## config.mk

```make
export PLATFORM = sky130hd
export DESIGN_NAME = uart_rx
export DESIGN_NICKNAME = d
export VERILOG_FILES = /design/src/rtl/uart_pkg.sv /design/src/rtl/uart_rx_sync.sv /design/src/rtl/uart_rx.sv
export SDC_FILE = /design/constraint.sdc
export NUM_CORES = 1
export LEC_CHECK = 0
export CAP_MARGIN = 5
export CORE_MARGIN = 1.5
export CORE_UTILIZATION = 24
export CTS_BUF_LIST = sky130_fd_sc_hd__clkbuf_4
export DETAILED_ROUTE_END_ITERATION = 10
export GPL_TIMING_DRIVEN = 1
export HOLD_SLACK_MARGIN = 0.08
export PLACE_DENSITY = 0.48
export SLEW_MARGIN = 25
export SYNTH_ARGS = -nofsm -noshare
export SYNTH_HDL_FRONTEND = slang
export SYNTH_HIERARCHICAL = 1
export SYNTH_SLANG_ARGS = --single-unit
```

## constraint.sdc

```tcl
create_clock -name clk -period 1.7 [get_ports clk]
set_input_delay 0.255 -clock clk [delete_from_list [all_inputs] [get_ports clk]]
set_output_delay 0.255 -clock clk [all_outputs]
set_load 0.005 [all_outputs]
```

## src/rtl/uart_pkg.sv

```systemverilog
// Shared UART constants and the receiver state encoding.
// The transmit side draws its frame constants from here as well.
package uart_pkg;

  localparam int unsigned UART_DATA_BITS = 8;
  localparam logic        START_BIT      = 1'b0;
  localparam logic        STOP_BIT       = 1'b1;

  typedef enum logic [2:0] {
    IDLE,
    START,
    DATA,
    STOP,
    WAIT_HIGH
  } uart_rx_state_t;

endpackage

```

## src/rtl/uart_rx_sync.sv

```systemverilog
// Two-flop synchronizer for the asynchronous serial line.
// It resets to 1 so that the line reads as idle while reset is held.
module uart_rx_sync (
  input  logic clk,
  input  logic reset,
  input  logic d,
  output logic q
);

  logic meta;

  always_ff @(posedge clk or negedge reset) begin
    if (!reset) begin
      meta <= 1'b1;
      q    <= 1'b1;
    end else begin
      meta <= d;
      q    <= meta;
    end
  end

endmodule

```

## src/rtl/uart_rx.sv

```systemverilog
// UART receiver: 8N1 frames sampled mid-bit, delivered through a one-entry
// valid/ready holding register, with framing-error and overrun pulses.
module uart_rx
  import uart_pkg::*;
#(
  parameter int unsigned CLKS_PER_BIT = 8
) (
  input  logic                      clk,
  input  logic                      reset,
  input  logic                      rx_in,
  input  logic                      rx_ready,
  output logic [UART_DATA_BITS-1:0] rx_data,
  output logic                      rx_valid,
  output logic                      frame_err,
  output logic                      overrun_err,
  output logic                      busy
);

  localparam int unsigned      DATA_BITS = UART_DATA_BITS;
  localparam int unsigned      CNT_W     = $clog2(CLKS_PER_BIT);
  localparam int unsigned      HALF      = CLKS_PER_BIT / 2;
  localparam logic [CNT_W-1:0] HALF_LAST = CNT_W'(HALF - 1);
  localparam logic [CNT_W-1:0] BIT_LAST  = CNT_W'(CLKS_PER_BIT - 1);
  localparam logic [2:0]       IDX_LAST  = 3'(DATA_BITS - 1);

  logic                 rx_s;
  uart_rx_state_t       state_q, state_d;
  logic [CNT_W-1:0]     baud_cnt;
  logic [2:0]           bit_idx;
  logic [DATA_BITS-1:0] shift_reg;
  logic                 done_q;
  logic                 half_tick, bit_tick;
  logic                 shift_en, done_c, ferr_c;

  uart_rx_sync u_sync (
    .clk   (clk),
    .reset (reset),
    .d     (rx_in),
    .q     (rx_s)
  );

  always_ff @(posedge clk or negedge reset) begin
    if (!reset) state_q <= IDLE;
    else        state_q <= state_d;
  end

  // Next-state and sample strobes.
  always_comb begin
    state_d   = state_q;
    shift_en  = 1'b0;
    done_c    = 1'b0;
    ferr_c    = 1'b0;
    half_tick = (baud_cnt == HALF_LAST);
    bit_tick  = (baud_cnt == BIT_LAST);
    case (state_q)
      IDLE: begin
        if (rx_s == START_BIT) state_d = START;
      end
      START: begin
        if (half_tick) state_d = (rx_s == START_BIT) ? DATA : IDLE;
      end
      DATA: begin
        if (bit_tick) begin
          shift_en = 1'b1;
          if (bit_idx == IDX_LAST) state_d = STOP;
        end
      end
      STOP: begin
        if (bit_tick) begin
          if (rx_s == STOP_BIT) begin
            done_c  = 1'b1;
            state_d = IDLE;
          end else begin
            ferr_c  = 1'b1;
            state_d = WAIT_HIGH;
          end
        end
      end
      WAIT_HIGH: begin
        if (rx_s == STOP_BIT) state_d = IDLE;
      end
      default: state_d = IDLE;
    endcase
  end

  // Bit timing: restart on each state entry and after every data sample.
  always_ff @(posedge clk or negedge reset) begin
    if (!reset) begin
      baud_cnt  <= '0;
      bit_idx   <= '0;
      shift_reg <= '0;
    end else begin
      if ((state_d != state_q) || shift_en || (state_q == IDLE) || (state_q == WAIT_HIGH))
        baud_cnt <= '0;
      else
        baud_cnt <= baud_cnt + CNT_W'(1);

      if (state_q != DATA)
        bit_idx <= '0;
      else if (shift_en)
        bit_idx <= bit_idx + 3'd1;

      if (shift_en)
        shift_reg <= {rx_s, shift_reg[DATA_BITS-1:1]};
    end
  end

  // Holding register: a completed byte lands one cycle after the stop sample.
  always_ff @(posedge clk or negedge reset) begin
    if (!reset) begin
      rx_data     <= '0;
      rx_valid    <= 1'b0;
      frame_err   <= 1'b0;
      overrun_err <= 1'b0;
      busy        <= 1'b0;
      done_q      <= 1'b0;
    end else begin
      frame_err   <= ferr_c;
      done_q      <= done_c;
      overrun_err <= 1'b0;
      busy        <= (state_d != IDLE);
      if (done_q) begin
        if (!rx_valid || rx_ready) begin
          rx_data  <= shift_reg;
          rx_valid <= 1'b1;
        end else begin
          overrun_err <= 1'b1;
        end
      end else if (rx_valid && rx_ready) begin
        rx_valid <= 1'b0;
      end
    end
  end

endmodule

```

### Yosys cells after proc, flatten, opt, wreduce, memory -nomap -nowiden

Index checks and enable logic that the tools add are counted.

| operators by class | value |
|---|---|
| add/subtract/negate cells | 2 |
| equality and inequality tests | 10 |
| multiplexer cells | 25 |
| reductions and logical operators | 12 |

Operators by type and width:

| operator | count |
|---|---|
| 2-to-1 mux 3 bit | 10 |
| case mux 3 bit (5 select lines) | 1 |
| 2-to-1 mux 1 bit | 13 |
| equality test 3 x 2 -> 1 bit, second input constant | 3 |
| equality test 3 bit, second input constant | 3 |
| adder 3 x 1 -> 3 bit, second input constant | 2 |
| logical OR 1 bit | 4 |
| AND reduction 2 bit | 2 |
| nonzero test 2 bit | 2 |
| equality test 3 x 1 -> 1 bit, second input constant | 1 |
| logical NOT 3 bit | 1 |
| inequality test 3 x 2 -> 1 bit, second input constant | 1 |
| inequality test 3 bit | 1 |
| nonzero test 3 bit | 1 |
| 2-to-1 mux 2 bit | 1 |
| inequality test 2 x 1 -> 1 bit, second input constant | 1 |
| logical AND 1 bit | 1 |
| logical NOT 1 bit | 1 |

| storage, ports and cells | value |
|---|---|
| register bits | 32 |
| input port bits | 4 |
| output and inout port bits | 12 |
| word-level logic and storage cells | 61 |

### Longest topological paths before layout

| depth | value |
|---|---|
| word-level depth | 9 |
| gate-level depth with buffers | 7 |
| depth with buffers taken out | 5 |

### Modules after synthesis

Netlist, hierarchy kept.

Modules (own cells, without submodules):

| module | times used | cells an instance | area an instance (um^2) | seq. area each (um^2) |
|---|---|---|---|---|
| uart_rx | 1 | 97 | 1331.3 | 750.7 |
| uart_rx_sync | 1 | 2 | 52.6 | 52.6 |

### Worst setup path before layout

No wires, ideal clock.

| timing | value |
|---|---|
| kind | register -> register |
| from | register baud_cnt[0] |
| to | register shift_reg[0] |
| library setup time | 125 ps |
| data arrival time | 1524 ps |
| data required time | 1575 ps |
| path slack | 51 ps |
| stages on the path, launching flop included | 7 |
| buffers on the path | 2 |
| clock period less this slack | 1649 ps |
| path through | dfrtp_1 -> ha_1 -> ha_1 -> buf_6 -> and4bb_1 -> buf_6 -> mux2_4 |

| on the way | value |
|---|---|
| cells in the longest elaborated chain, start to end | 3 |

Ends and longest elaborated chain:

| item | line | RTL |
|---|---|---|
| from (decl) | uart_rx.sv:28 | `logic [CNT_W-1:0] baud_cnt;` |
| from (signal assigned) | uart_rx.sv:96 | `baud_cnt <= baud_cnt + CNT_W'(1);` |
| equality test 3 bit | uart_rx.sv:54 | `bit_tick = (baud_cnt == BIT_LAST);` |
| 2-to-1 mux 1 bit | uart_rx.sv:63 | `if (bit_tick) begin` |
| 2-to-1 mux 1 bit | uart_rx.sv:55 | `case (state_q)` |
| to (signal assigned) | uart_rx.sv:104 | `shift_reg <= {rx_s, shift_reg[DATA_BITS-1:1]};` |
| to (decl) | uart_rx.sv:30 | `logic [DATA_BITS-1:0] shift_reg;` |

No other way between the ends.
A chain may end at the register's enable or synchronous reset.

### Worst setup path in the final report

| timing | value |
|---|---|
| from | register baud_cnt[0] |
| to | register shift_reg[3] |

Same word-level chain as after synthesis.

==> impl_metrics.ini <==
[global_route]
grt_pass1_wl_mm = 3.78
grt-ovfl-total = 0
track_usage_pct = 7.90
antenna_found_initial = 0
grt_pass1_vias = 836
grt_max_degree = 33

[placed_design]
portBuffers = 15
dp_hpwl_mm = 1.56
place_area_um2 = 1620
gp_congestion = 0.759
pre_cts_ws_ns = -0.00110
dp_cells = 187

[cts]
root_buffer = clkbuf_4
clk_path_buf_depth = 2
h-tree-depth = 2
path_clk_slew_ns = 0.10
clk_latency_ns = 0.33
cts_tree = yes
cts_made_buffers = 5
clock-sinks = 32

[final_layout]
drive_above_1_share_pct = 27.6
syn_to_final_growth_pct = 23.1
fillers = 579
antenna_cells = 0
num-nets-final = 132
fin_area_um2 = 1700
final_cells = 195
seqCellArea_um2 = 803
multiInputGateArea_um2 = 515

[synthesis]
yosysMostFrequentCell = dfrtp_1
synth_sequential_area_ratio_pct = 58.0
synthTopCellsByArea = dfrtp_1 54%, mux2_4 8.7%, mux2_2 6.5%
synthTopCellsByCount = 30 x dfrtp_1, 8 x mux2_2, 8 x mux2_4, 7 x inv_1, 6 x ha_1
ys_types = 28
synth_xor_area_share_pct = 0.633
yosysTopAreaCell = dfrtp_1
synth_mux_area_share_pct = 18.8
synth_compound_area_share_pct = 2.80
ys.flop_type = dfrtp_1
ys_seq_elements = 32
synthAdderAreaFrac_pct = 5.42
avgSynthCellArea_um2 = 14.0
syn_nets = 109
synth-edff-count = 0
yosys_warnings = 6
netlist_area_um2 = 1380
syn_inst = 99
synth_top_family_by_area = multiplexers
yosys.area.top_type_share_pct = 54.2
synthArstFlopShare_pct = 100
yosys.area_share.simple_pct = 9.58

[floorplanning]
die_w_um = 78.9
pin_count = 16
initial_core_util_pct = 25.0
die_y_um = 78.9
std_cell_rows = 27
die_area_um2 = 6230
core_um2 = 5540

[critical_path]
crit_chain = ha_1, ha_1, and4bb_2, mux2_4
cp-end-kind = flop
slowest_stage = and4bb_2
worst_ep_required_time_ns = 1.92
critPathKind = reg -> reg
cp_common_cell = ha_1
cp_max_fo = 9
critical_path_arrival_ns = 1.81
worst-r2r-cell-count = 4
startpoint_type = flop
slowest_delay_ns = 0.45

[detailed_routing]
routed_wl_mm = 2.11
ant_nets = 0
drt_pre_antenna_iters = 4
drtIter0Drc = 7
drc = 0
vias_per_cell = 4.10
wl_per_cell_um = 10.8
vias = 800

[sta]
holdWs_ns = 0.317
setup-tns-final_ns = 0
min_period_ns = 1.59
finalHoldViolCount = 0
rsz0062_at_grt = false
worstMarginPinSlew_ns = 0.392
timing.final.crit_share_pct = 93.4
setup_viol = 0
fin_skew_ns = 0.00660
slew_viol_final = 0
worst_slack_ns = 0.113
fmax_mhz = 630
slew_headroom_pct = 73.9

[min_path]
hp-class = in -> async

[power_and_ir_drop]
ir_drop_v = 0.000506
power.density_nw_per_um2 = 1120
p_leak_uw = 0.000808

[job]
maxCapViolCount = 0

[status]
status = complete, no violations
==> layer usage <==
layer / part of all wire [%] / GRT usage, % / vias up
li1: - / - / 384
met1: 44 / 9.20 / 397
met2: 49 / 13.0 / 17
met3: 5.1 / 3.10 / 2
met4: 1.1 / 3.16 / 0
met5: 0 / 0 / -
==> worst max-delay path: cells and delay by family, from the launching register on <==
| family | cells | cell delay [ns] |
|---|---|---|
| adder cells (fa/ha/maj) | 2 | 0.34 |
| flip-flops | 1 | 0.36 |
| multiplexers | 1 | 0.33 |
| AND/OR/NAND/NOR | 1 | 0.45 |
==> what timing repair did <==
action / 4_1_cts / 5_1_grt
buffers inserted: 0 / 0
hold buffers: 0 / 0
gates resized for setup: 1 / 0
setup endpoints to repair: 8 / 0
==> metrics by stage <==
stage | util (%) | total power (uW)
after floorplan | - | 1230
after global placement | 29.3 | 1360
after detailed placement | 29.3 | 1370
after CTS | 30.7 | 1950
after global routing | 30.7 | 2050
final | 30.7 | 1910
==> cell families after synthesis <==
group / count (synthesis)
DFF: 32
and+or+nand+nor: 22
muxes: 21
buffers and inverters: 11
AOI/OAI and AO/OA: 6
adders and majority gates: 6
xor gates and xnor gates: 1
==> worst paths after layout <==
kind	startpoint	endpoint	slack, ns
max in group asynchronous	reset	u_sync/meta	1.07
min in group clk	rx_in	u_sync/meta	0.32
worst min register to register	u_sync/meta	u_sync/q	0.36
worst min-delay path	reset	shift_reg[7]	0.32
worst max-delay path	baud_cnt[0]	shift_reg[3]	0.11
worst max register to register	baud_cnt[0]	shift_reg[3]	0.11
==> where the power goes <==
part	total (uW)	switching (uW)	internal, uW
clock	569	263	306
sequential	900	47.8	852
combinational	445	217	228
total	1910	528	1390
==> cell type report <==
type                            count  share of cell area (%)
Clock buffer                        5                    2.20
Inverter                            7                    1.54
Multi-Input combinational cell     56                    30.3
Timing Repair Buffer               20                    11.0
Sequential cell                    32                    47.2
Tap cell                           72                    5.29
Clock inverter                      3                    2.50
==> cell usage in the layout (no fill, tap or decap), drive strengths merged, types with 2 or more instances in the layout <==
| master | count |
|---|---|
| ha | 6 |
| o21ai | 2 |
| clkbuf | 5 |
| dfrtp | 30 |
| buf | 5 |
| dfstp | 2 |
| nand2b | 2 |
| clkdlybuf4s50 | 15 |
| inv | 7 |
| nor3 | 5 |
| nand2 | 4 |
| mux2 | 16 |
| nor2 | 3 |
| mux2i | 5 |
(Power assumes the default switching activity.)
